## config.mk

```make
export PLATFORM = sky130hd
export DESIGN_NAME = arashi_thread_queue
export DESIGN_NICKNAME = d
export VERILOG_FILES = /design/src/rtl/arashi_thread_queue.sv
export SDC_FILE = /design/constraint.sdc
export NUM_CORES = 1
export LEC_CHECK = 0
export CORE_MARGIN = 2
export CORE_UTILIZATION = 35
export DETAILED_ROUTE_END_ITERATION = 6
export GPL_TIMING_DRIVEN = 0
export SETUP_SLACK_MARGIN = 0.4
export SLEW_MARGIN = 20
export SYNTH_ARGS = -nofsm -noshare
export SYNTH_HDL_FRONTEND = slang
export SYNTH_SLANG_ARGS = --single-unit
```

## constraint.sdc

```tcl
create_clock -name clk -period 4.55 [get_ports clk]
set_input_delay 0.6825 -clock clk [delete_from_list [all_inputs] [get_ports clk]]
set_output_delay 0.6825 -clock clk [all_outputs]
set_load 0.05 [all_outputs]
```

## src/rtl/arashi_thread_queue.sv

```systemverilog
// Per-thread FIFO bank: THREADS independent DEPTH-entry queues sharing one
// write port and one registered read port, with per-thread status and flush.
module arashi_thread_queue #(
  parameter  int DATA_WIDTH  = 32,
  parameter  int DEPTH       = 4,
  parameter  int THREADS     = 4,
  parameter  int AFULL_LEVEL = DEPTH - 1,
  localparam int TID_W       = (THREADS > 1) ? $clog2(THREADS) : 1,
  localparam int CNT_W       = $clog2(DEPTH) + 1
) (
  input  logic                  clk,
  input  logic                  rstn,
  input  logic                  w_ena,
  input  logic [TID_W-1:0]      w_tid,
  input  logic [DATA_WIDTH-1:0] data_in,
  output logic                  w_ack,
  output logic                  w_drop,
  input  logic                  r_ena,
  input  logic [TID_W-1:0]      r_tid,
  output logic [DATA_WIDTH-1:0] data_out,
  output logic                  r_valid,
  output logic [TID_W-1:0]      r_tid_out,
  input  logic                  flush,
  input  logic [TID_W-1:0]      flush_tid,
  output logic [THREADS-1:0]    empty,
  output logic [THREADS-1:0]    full,
  output logic [THREADS-1:0]    afull
);

  localparam int IDX_W = CNT_W - 1;

  logic [CNT_W-1:0]      w_ptr [THREADS];
  logic [CNT_W-1:0]      r_ptr [THREADS];
  logic [CNT_W-1:0]      count [THREADS];
  logic [DATA_WIDTH-1:0] mem   [THREADS][DEPTH];

  logic w_tid_ok;
  logic r_tid_ok;
  logic rd_ok;

  // Status is purely a function of the registered pointers; the extra
  // wrap bit makes the modulo difference distinguish full from empty.
  always_comb begin
    for (int t = 0; t < THREADS; t++) begin
      count[t] = w_ptr[t] - r_ptr[t];
      empty[t] = (count[t] == '0);
      full[t]  = (count[t] == CNT_W'(DEPTH));
      afull[t] = (count[t] >= CNT_W'(AFULL_LEVEL));
    end
  end

  // Thread IDs beyond THREADS-1 (non power-of-two banks) are treated as rejects.
  assign w_tid_ok = (int'(w_tid) < THREADS);
  assign r_tid_ok = (int'(r_tid) < THREADS);

  // Flush on the same thread takes priority over both ports.
  assign w_ack = w_ena && w_tid_ok && !full[w_tid] && !(flush && (flush_tid == w_tid));
  assign rd_ok = r_ena && r_tid_ok && !empty[r_tid] && !(flush && (flush_tid == r_tid));

  always_ff @(posedge clk or negedge rstn) begin
    if (!rstn) begin
      for (int t = 0; t < THREADS; t++) begin
        w_ptr[t] <= '0;
        r_ptr[t] <= '0;
      end
    end else begin
      for (int t = 0; t < THREADS; t++) begin
        if (flush && (flush_tid == TID_W'(t))) begin
          w_ptr[t] <= '0;
          r_ptr[t] <= '0;
        end else begin
          if (w_ack && (w_tid == TID_W'(t))) w_ptr[t] <= w_ptr[t] + CNT_W'(1);
          if (rd_ok && (r_tid == TID_W'(t))) r_ptr[t] <= r_ptr[t] + CNT_W'(1);
        end
      end
    end
  end

  // Payload storage carries no reset.
  always_ff @(posedge clk) begin
    if (w_ack) mem[w_tid][w_ptr[w_tid][IDX_W-1:0]] <= data_in;
  end

  // Read/drop output stage
  always_ff @(posedge clk or negedge rstn) begin
    if (!rstn) begin
      data_out  <= '0;
      r_tid_out <= '0;
      r_valid   <= 1'b0;
      w_drop    <= 1'b0;
    end else begin
      r_valid <= rd_ok;
      w_drop  <= w_ena && !w_ack;
      if (rd_ok) begin
        data_out  <= mem[r_tid][r_ptr[r_tid][IDX_W-1:0]];
        r_tid_out <= r_tid;
      end
    end
  end

endmodule
```

# After elaboration in Yosys (flattened, before gate mapping)
# Memories as Yosys holds them, arrays and structs flattened.
# Cells that the tools add are included.
dict set report totals {
  input_bits 43
  rom_bits 0
  ff_bits 60
  n_memories 1
  ramBits 512
  latchBits 0
  output_inout_bits 49
  wordCells 128
}
# memory depth word_bits read_ports rd_clocked_by_memory_dff wr line
set mem_list {}
lappend mem_list {mem 4 128 1 0 1 35} ;# logic [DATA_WIDTH-1:0] mem [THREADS][DEPTH];
dict set report op_classes {
  n_mul 0
  n_eq_ne 15
  n_div 0
  n_lt_le_gt_ge 11
  n_reduce_logical 40
  n_addsub 12
  n_shift 0
  bitwise 4
  muxes 33
}
# cell count
set op_table {}
lappend op_table {{128-bit two-way mux} 1}
lappend op_table {{32-bit two-way mux} 3}
lappend op_table {{32-bit binary-select mux with 2-bit select} 1}
lappend op_table {{32-bit demux with 2-bit select} 1}
lappend op_table {{3-bit two-way mux} 16}
lappend op_table {{3-bit by 1-bit adder with 3-bit output, second input constant} 8}
lappend op_table {{1-bit logical AND} 20}
lappend op_table {{2-bit nonzero test} 8}
lappend op_table {{3-bit binary-select mux with 2-bit select} 2}
lappend op_table {{2-bit equality test, second input constant} 6}
lappend op_table {{3-bit equality test, second input constant} 4}
lappend op_table {{3-bit by 2-bit >= comparator with 1-bit output, second input constant} 4}
lappend op_table {{3-bit >= comparator, second input constant} 4}
lappend op_table {{3-bit zero test} 4}
lappend op_table {{2-bit NOT with 3-bit output} 4}
lappend op_table {{3-bit subtractor} 4}
lappend op_table {{2-bit two-way mux} 4}
lappend op_table {{2-bit by 1-bit equality test with 1-bit output, second input constant} 3}
lappend op_table {{2-bit zero test} 3}
lappend op_table {{2-bit by 3-bit < comparator with 1-bit output, second input constant} 2}
lappend op_table {{1-bit zero test} 5}
lappend op_table {{1-bit binary-select mux with 2-bit select} 2}
lappend op_table {{2-bit equality test} 2}
lappend op_table {{3-bit by 1-bit < comparator with 1-bit output, second input constant} 1}
lappend op_table {{1-bit two-way mux} 3}

# Logic depth before layout (Yosys ltp)
# Gate-level depths: netlist (run 1).
dict set report logic_depth {
  ltp_word 10
  mapped_depth 11
  ltp_nobuf 9
}

# Worst setup path before layout (run 1)
# Ideal clock, no wire load.
dict set report synth_timing {
  path_type {input port to flip-flop}
  startpoint {in w_tid[0]}
  endpoint {mem mem[1][100] (netlist bit) (enable)}
  stages 5
  setup_slack_ns 0.910
  setup_ns 0.421
  path_buffers 1
  arrival_ns 3.219
  t_required_ns 4.129
  cell_sequence {clkbuf_1 > xnor2_1 > a31oi_1 > nand4b_1 > nor2_1}
}
dict set report synth_via {
  elab_chain_cells 10
  word_cells_on_any_way 20
  cone_classes {order compare: 2; eq/ne: 1; mux: 9; bitwise: 2; reduce/logical: 6}
}
# element line
set synth_rtl {}
lappend synth_rtl {{start, declared} 14} ;# input logic [TID_W-1:0] w_tid,
lappend synth_rtl {{2-bit NOT with 3-bit output (implied by the code)} 81} ;# if (w_ack) mem[w_tid][w_ptr[w_tid][IDX_W-1:0]] <= data_in;
lappend synth_rtl {{3-bit binary-select mux with 2-bit select} 81}
lappend synth_rtl {{2-bit two-way mux (implied by the code) (2 in a row)} 81}
lappend synth_rtl {{2-bit NOT with 3-bit output (implied by the code)} 81}
lappend synth_rtl {{3-bit >= comparator (implied by the code) / 3-bit by 1-bit < comparator with 1-bit output (equally long branches)} 81}
lappend synth_rtl {{1-bit logical AND (implied by the code)} 81}
lappend synth_rtl {{32-bit two-way mux (implied by the code)} 81}
lappend synth_rtl {{32-bit demux with 2-bit select} 81}
lappend synth_rtl {{128-bit two-way mux (implied by the code)} 81}
lappend synth_rtl {{end, declared} 35}
# Several ways; a longest one is shown, not always the timed one. The select of a mux whose other input is x is not followed.

# Final worst setup path (run 1)
dict set report layout_timing {
  startpoint {reg w_ptr[9] (netlist bit)}
  endpoint {out full[0]}
}
dict set report layout_via {
  elab_chain_cells 2
}
# element line
set layout_rtl {}
lappend layout_rtl {{start, declared} 32} ;# logic [CNT_W-1:0] w_ptr [THREADS];
lappend layout_rtl {{start signal, assigned by index} 72} ;# if (w_ack && (w_tid == TID_W'(t))) w_ptr[t] <= w_ptr[t] + CNT_W'(1);
lappend layout_rtl {{3-bit subtractor} 45} ;# count[t] = w_ptr[t] - r_ptr[t];
lappend layout_rtl {{3-bit equality test} 47} ;# full[t] = (count[t] == CNT_W'(DEPTH));
lappend layout_rtl {{end, declared} 26} ;# output logic [THREADS-1:0] full,
# No other way between the ends.

==> impl_metrics.json, run 1 <==
{
  "outcome": "finished, final reports clean",
  "cp_max_fo": 4,
  "power_frac_seq_pct": 41.9,
  "synth_top_cells_by_count": "edfxtp_1 (512), mux4_2 (133), dfrtp_1 (60), mux2i_1 (39), nor2_1 (39)",
  "cts_root_buffer": "clkbuf_16",
  "path_class": "reg -> out",
  "power.internal_mw": 10.6,
  "start_util_pct": 35.3,
  "skew_ns": 0.0155,
  "firstDrtPassIters": 5,
  "endpoint_kind": "output pin",
  "power_density_mw_per_mm2": 568,
  "worstPathArrival_ns": 3.26,
  "fin_util_pct": 42.2,
  "htree_levels": 2,
  "finalCriticalPeriod_ns": 3.94,
  "yosysUniqueCellTypes": 47,
  "cts_tree": "yes",
  "met1_usage_pct": 19.1,
  "hold_class": "in -> async",
  "clkLatencyLatePin_ns": 0.61,
  "routed_wl_um": 49600,
  "rr_endpoint": "mem[2][105]",
  "reg2reg_slack_ns": 0.96,
  "drv_slew": 0,
  "die_area_mm2": 0.0668,
  "grt_first_pass_wirelength_um": 74900,
  "core_mm2": 0.0642,
  "pre_cts_slack_ns": -0.0705,
  "met2_usage_pct": 26.5,
  "combPwrFrac_pct": 28.3,
  "use_met3_pct": 3.07,
  "cts_setup_buffers": 0,
  "fin_ws_ns": 0.612,
  "netlist_instances": 1082,
  "top_usage_layer": "met2",
  "switchingPower_mw": 4.86,
  "swShare_pct": 31.5,
  "dieHeight_um": 259,
  "post_drt_wl_per_cell_um": 23.1,
  "synth_top_area_share_pct": 67.8,
  "portBuffers": 87,
  "synth.avg_cell_area_um2": 21.0,
  "grt_setup_unrepaired": "no",
  "required_ns": 3.87,
  "finalHoldViolCount": 0,
  "fmax_mhz": 254,
  "hold_buffers": 0,
  "pin_count": 92,
  "syn_area_mm2": 0.0227,
  "antenna_found_initial": 0,
  "totalPowerFinal_mw": 15.4,
  "setup_violations": 0,
  "ir_drop_mv": 0.335,
  "layout-drive-gt1-share_pct": 24.1,
  "yosys_register_bits": 572,
  "crit_path_start_kind": "register",
  "synth-edff-count": 512,
  "vias": 10800,
  "relSlewSlack_pct": 41.5,
  "place_congestion": 0.752,
  "fin_crit_sh_pct": 86.6,
  "synthArstFlopShare_pct": 10.5,
  "dp_hpwl_um": 33300,
  "tns_ns": 0,
  "cp_cell_sequence": "inv_1 > ha_1 > fa_1 > xnor3_1 > or2_1 > inv_1 > clkdlybuf4s50_1",
  "cp_common_cell": "inv_1",
  "r2r_start": "w_ptr[3]",
  "dieWidth_um": 259,
  "ant_nets": 0,
  "cpLargestDelayFamily": "buffers and inverters",
  "areaGrowthSynthToFinish_pct": 19.6,
  "netlist_top_cells_area": "edfxtp_1 (68%), mux4_2 (13%), dfrtp_1 (6.6%)",
  "synth_ff_type": "edfxtp_1",
  "grt_max_degree": 38,
  "p_clk_share_pct": 29.8,
  "first_iter_violations": 820,
  "drc": 0,
  "clkTransAtPathRegs_ns": 0.06,
  "p_leak_nw": 8.92,
  "grt_usage_pct": 15.0,
  "cts_sinks": 572,
  "ys.warnings.count": 0,
  "fp-row-count": 93,
  "vias_per_cell": 5.04,
  "seq_area_frac_synth_pct": 74.4,
  "reg2reg_depth": 8,
  "nets": 1307,
  "cp_num_buf_inv": 3,
  "yosysMostFrequentCell": "edfxtp_1",
  "synth_nets": 1141,
  "max_cap_viol_count": 0,
  "yosys.area.top_type": "edfxtp_1",
  "grt_overflow_total": 0,
  "cp_slowest_cell": "clkdlybuf4s50_1",
  "grt_pass1_vias": 11600,
  "cts_buffers": 56,
  "worst_pin_slew_ns": 0.877,
  "antenna_cells": 0,
  "slowest_delay_ns": 0.79,
  "clock_path_buffers": 3
}
[how the worst max path moves through the flow]
stage / start / to / slack, ns / cells past startpoint
2_1_floorplan: w_tid[0] / mem[1][100] / 0.91 / 5
3_3_place_gp: flush_tid[0] / mem[3][48] / -1.37 / 5
3_5_place_dp: r_tid[1] / data_out[20] / -0.07 / 8
4_1_cts: w_ptr[9] / w_ack / 0.47 / 8
5_1_grt: r_tid[1] / data_out[20] / 0.44 / 8
6_report: w_ptr[9] / full[0] / 0.61 / 7
[through the flow]
step,std cells,instance area (um^2),hold slack (ns)
after floorplan,1082,22700,0.387
after global placement,2024,24600,0.482
after detailed placement,2045,25300,0.484
after CTS,2149,27100,0.0138
after global routing,2149,27100,0.0200
final,2149,27100,0.00717
[final cells by class]
cell class	instances	area (um^2)
plain buffers	56	295
inverters	21	78.8
well taps	855	1070
repair buffers	108	1420
clock buffers	71	1530
clock inverters	33	299
fillers	5604	37100
flip-flops and latches	572	16900
multi-input cells	433	5550
[cell families after synthesis]
| family | count (synthesis) | synth area share [%] |
|---|---|---|
| multiplexers | 205 | 17.0 |
| XOR/XNOR | 19 | 0.977 |
| AO/OA/AOI/OAI | 80 | 2.21 |
| adder cells (fa/ha/maj) | 16 | 1.02 |
| flip-flops | 572 | 74.4 |
| buffers and inverters | 77 | 1.65 |
| AND/OR/NAND/NOR | 113 | 2.68 |
[per-layer routing]
layer	up-vias	part of all wire [%]
met3	58	5.0
met5	-	0
met4	0	1.6
met1	5787	42
li1	4748	-
met2	241	52
[worst register-to-register path: stages (launching register included)]
cell,delay (ns)
dfrtp_1,0.39
inv_1,0.09
ha_1,0.21
fa_1,0.38
xnor3_1,0.24
nand3b_1,0.21
nand4b_1,0.62
nor2_4,0.88
buf_16,0.26
[flip-flops by register name, indices dropped and copies added (netlist names)]
signal,cells
w_drop,1
r_ptr,12
data_out,32
mem,512
r_valid,1
r_tid_out,2
w_ptr,12
[what timing repair did]
action / in CTS / in global routing
hold endpoints to repair: 0 / 0
setup endpoints to repair: 1 / 1
resized for setup: 3 / 2
gates cloned: 0 / 0
[power groups by stage]
stage | clock network, mW | logic, mW | registers, mW
2_1_floorplan | 0 | 2.29 | 7.08
3_3_place_gp | 0 | 4.24 | 6.58
3_5_place_dp | 0 | 4.44 | 6.56
4_1_cts | 4.70 | 4.45 | 6.46
5_1_grt | 4.90 | 4.65 | 6.50
6_report | 4.60 | 4.36 | 6.45
[placed cells by master, fill, tap and decap left out, types with 12 or more instances in the layout]
cell / count
inv_1: 18
mux4_2: 133
mux2_4: 29
buf_2: 21
a21oi_1: 35
nor2_1: 23
ha_1: 12
nor2_4: 16
clkdlybuf4s50_1: 85
clkbuf_1: 35
edfxtp_1: 512
mux2i_1: 39
a211oi_1: 32
buf_16: 18
dfrtp_1: 60
clkinv_1: 13
nor2b_1: 33
clkbuf_16: 58
Note: power is estimated with default switching activity, not from simulation.
==> run 2, diff against run 1 <==
--- a/config.mk
+++ b/config.mk
@@ -5,10 +5,13 @@
 export SDC_FILE = /design/constraint.sdc
 export NUM_CORES = 1
 export LEC_CHECK = 0
+export CORE_ASPECT_RATIO = 0.75
 export CORE_MARGIN = 2
-export CORE_UTILIZATION = 35
+export CORE_UTILIZATION = 60
 export DETAILED_ROUTE_END_ITERATION = 6
 export GPL_TIMING_DRIVEN = 0
+export MAX_ROUTING_LAYER = met4
+export PLACE_DENSITY = 0.79
 export SETUP_SLACK_MARGIN = 0.4
 export SLEW_MARGIN = 20
 export SYNTH_ARGS = -nofsm -noshare
==> run 2 against run 1 <==
Net effect:
- first-iteration DRC count is 82% higher
- combinational power hardly changed
- die area fell by 41%
- critical path depth grew 1
- global-route usage up 13 points
- utilization rose by 29 points
- non-clock buffer count did not move
- largest cell class unchanged
==> impl_metrics.json, run 2 (synthesis gave the netlist of run 1 again) <==
{
  "outcome": "finished, final reports clean",
  "cts_tree": "yes",
  "dieWidth_um": 228,
  "hold_class": "in -> async",
  "drv_slew": 0,
  "pre_cts_slack_ns": -0.00365,
  "htree_levels": 2,
  "grt_max_degree": 47,
  "place_congestion": 0.825,
  "die_area_mm2": 0.0394,
  "portBuffers": 87,
  "antenna_cells": 0,
  "ant_nets": 0,
  "layout-drive-gt1-share_pct": 23.1,
  "cts_buffers": 52,
  "use_met3_pct": 4.47,
  "met2_usage_pct": 43.8,
  "vias_per_cell": 6.40,
  "clkTransAtPathRegs_ns": 0.07,
  "drc": 0,
  "pin_count": 92,
  "clock_path_buffers": 3,
  "vias": 11500,
  "fin_ws_ns": 0.494,
  "antenna_found_initial": 0,
  "largest_reg_flops": 512,
  "skew_ns": 0.0217,
  "cts_setup_buffers": 0,
  "grt_setup_unrepaired": "no",
  "finalCriticalPeriod_ns": 4.06,
  "setup_violations": 0,
  "routed_wl_um": 50500,
  "final_cell_mix": "edfxtp_1 (512), mux4_2 (133), clkdlybuf4s50_1 (85)",
  "worst_pin_slew_ns": 0.961,
  "ir_drop_mv": 0.515,
  "fillers": 2206,
  "max_cap_viol_count": 0,
  "crit_path_start_kind": "input port",
  "worstPathArrival_ns": 4.51,
  "relSlewSlack_pct": 35.9,
  "fmax_mhz": 247,
  "grt_pass1_vias": 11900,
  "dp_hpwl_um": 31500,
  "core_mm2": 0.0372,
  "p_leak_nw": 8.81,
  "grt_usage_pct": 27.8,
  "cts_sinks": 572,
  "fin_area_mm2": 0.0264,
  "dieHeight_um": 172,
  "finalHoldViolCount": 0,
  "clkLatencyLatePin_ns": 0.58,
  "start_util_pct": 61.0,
  "grt_first_pass_wirelength_um": 76800,
  "met1_usage_pct": 39.4,
  "fp-row-count": 61,
  "multiInputGateArea_mm2": 0.00555,
  "grt_overflow_total": 0,
  "areaGrowthSynthToFinish_pct": 16.6,
  "firstDrtPassIters": 6,
  "path_class": "in -> reg",
  "endpoint_kind": "register",
  "final_common_cell": "edfxtp_1",
  "cp_max_fo": 10,
  "nets": 1303,
  "post_drt_wl_per_cell_um": 28.2,
  "seq_area_mm2": 0.0169,
  "fin_crit_sh_pct": 89.1,
  "first_iter_violations": 1493,
  "top_usage_layer": "met2",
  "power_density_mw_per_mm2": 571,
  "required_ns": 5.00,
  "placed_cell_area_mm2": 0.0248,
  "cts_root_buffer": "clkbuf_16"
}
==> run 2: cell types whose count changed in the layout (fill, tap and decap cells not counted), sizes merged <==
cell / before / now
bufinv: 5 / 4
buf: 54 / 52
dlygate4sd3: 0 / 1
clkinv: 26 / 18
clkbuf: 96 / 100
clkinvlp: 2 / 1
==> run 2: metal layers <==
metal / part of all wire, % / vias to the layer above
met5: 0 / -
met4: 2.0 / 0
met3: 9.2 / 85
met2: 49 / 670
met1: 40 / 5977
li1: - / 4735
==> run 2: what timing repair did <==
action	4_1_cts	5_1_grt
endpoints found under the hold margin	14	0
hold buffers	1	0
resized for setup	1	2
setup endpoints to repair	1	1
==> run 2: area by class of cell <==
class / count / area share [%]
Tap cell: 504 / 2.38
Buffer: 56 / 1.12
Inverter: 21 / 0.298
Clock inverter: 23 / 0.847
Timing Repair Buffer: 108 / 5.22
Clock buffer: 74 / 5.35
Multi-Input combinational cell: 433 / 21.0
Sequential cell: 572 / 63.8
==> run 2: critical path, stage by stage <==
cell             delay [ns]
clkdlybuf4s50_1        0.59
clkbuf_1               0.54
buf_1                  0.72
clkbuf_1               0.79
mux4_2                 0.41
mux2i_1                0.26
a21oi_1                0.17
mux2_4                 0.32
==> run 2: stage by stage <==
step,power (mW),cells,util [%],setup TNS (ns),hold WS [ns]
after global placement,10.7,1673,65.0,-485.42,0.475
after detailed placement,10.9,1693,66.7,-0.00365,0.484
after CTS,15.2,1791,71.2,0,0.497
after global routing,15.6,1791,71.2,0,0.512
after floorplan,9.37,1082,-,0,0.387
final,15.1,1791,71.2,0,0.495
==> run 2: final timing paths <==
check / end / start / slack (ns) / cells past startpoint
worst max register to register: mem[2][72] / w_ptr[3] / 0.87 / 8
worst min-delay path: r_ptr[2] / rstn / 0.50 / 2
min in group clk: data_out[31] / data_out[31] / 0.50 / 1
max in group asynchronous: data_out[17] / rstn / 3.48 / 3
worst min register to register: data_out[31] / data_out[31] / 0.50 / 1
worst max-delay path: data_out[4] / r_tid[1] / 0.49 / 8
==> run 2: report_power, final <==
| part | total (mW) | internal, mW | switching (mW) | leakage [nW] |
|---|---|---|---|---|
| clock | 4.26 | 2.39 | 1.87 | 0.792 |
| combinational | 4.37 | 1.66 | 2.71 | 2.65 |
| sequential | 6.49 | 6.23 | 0.254 | 5.36 |
| total | 15.1 | 10.3 | 4.83 | 8.81 |
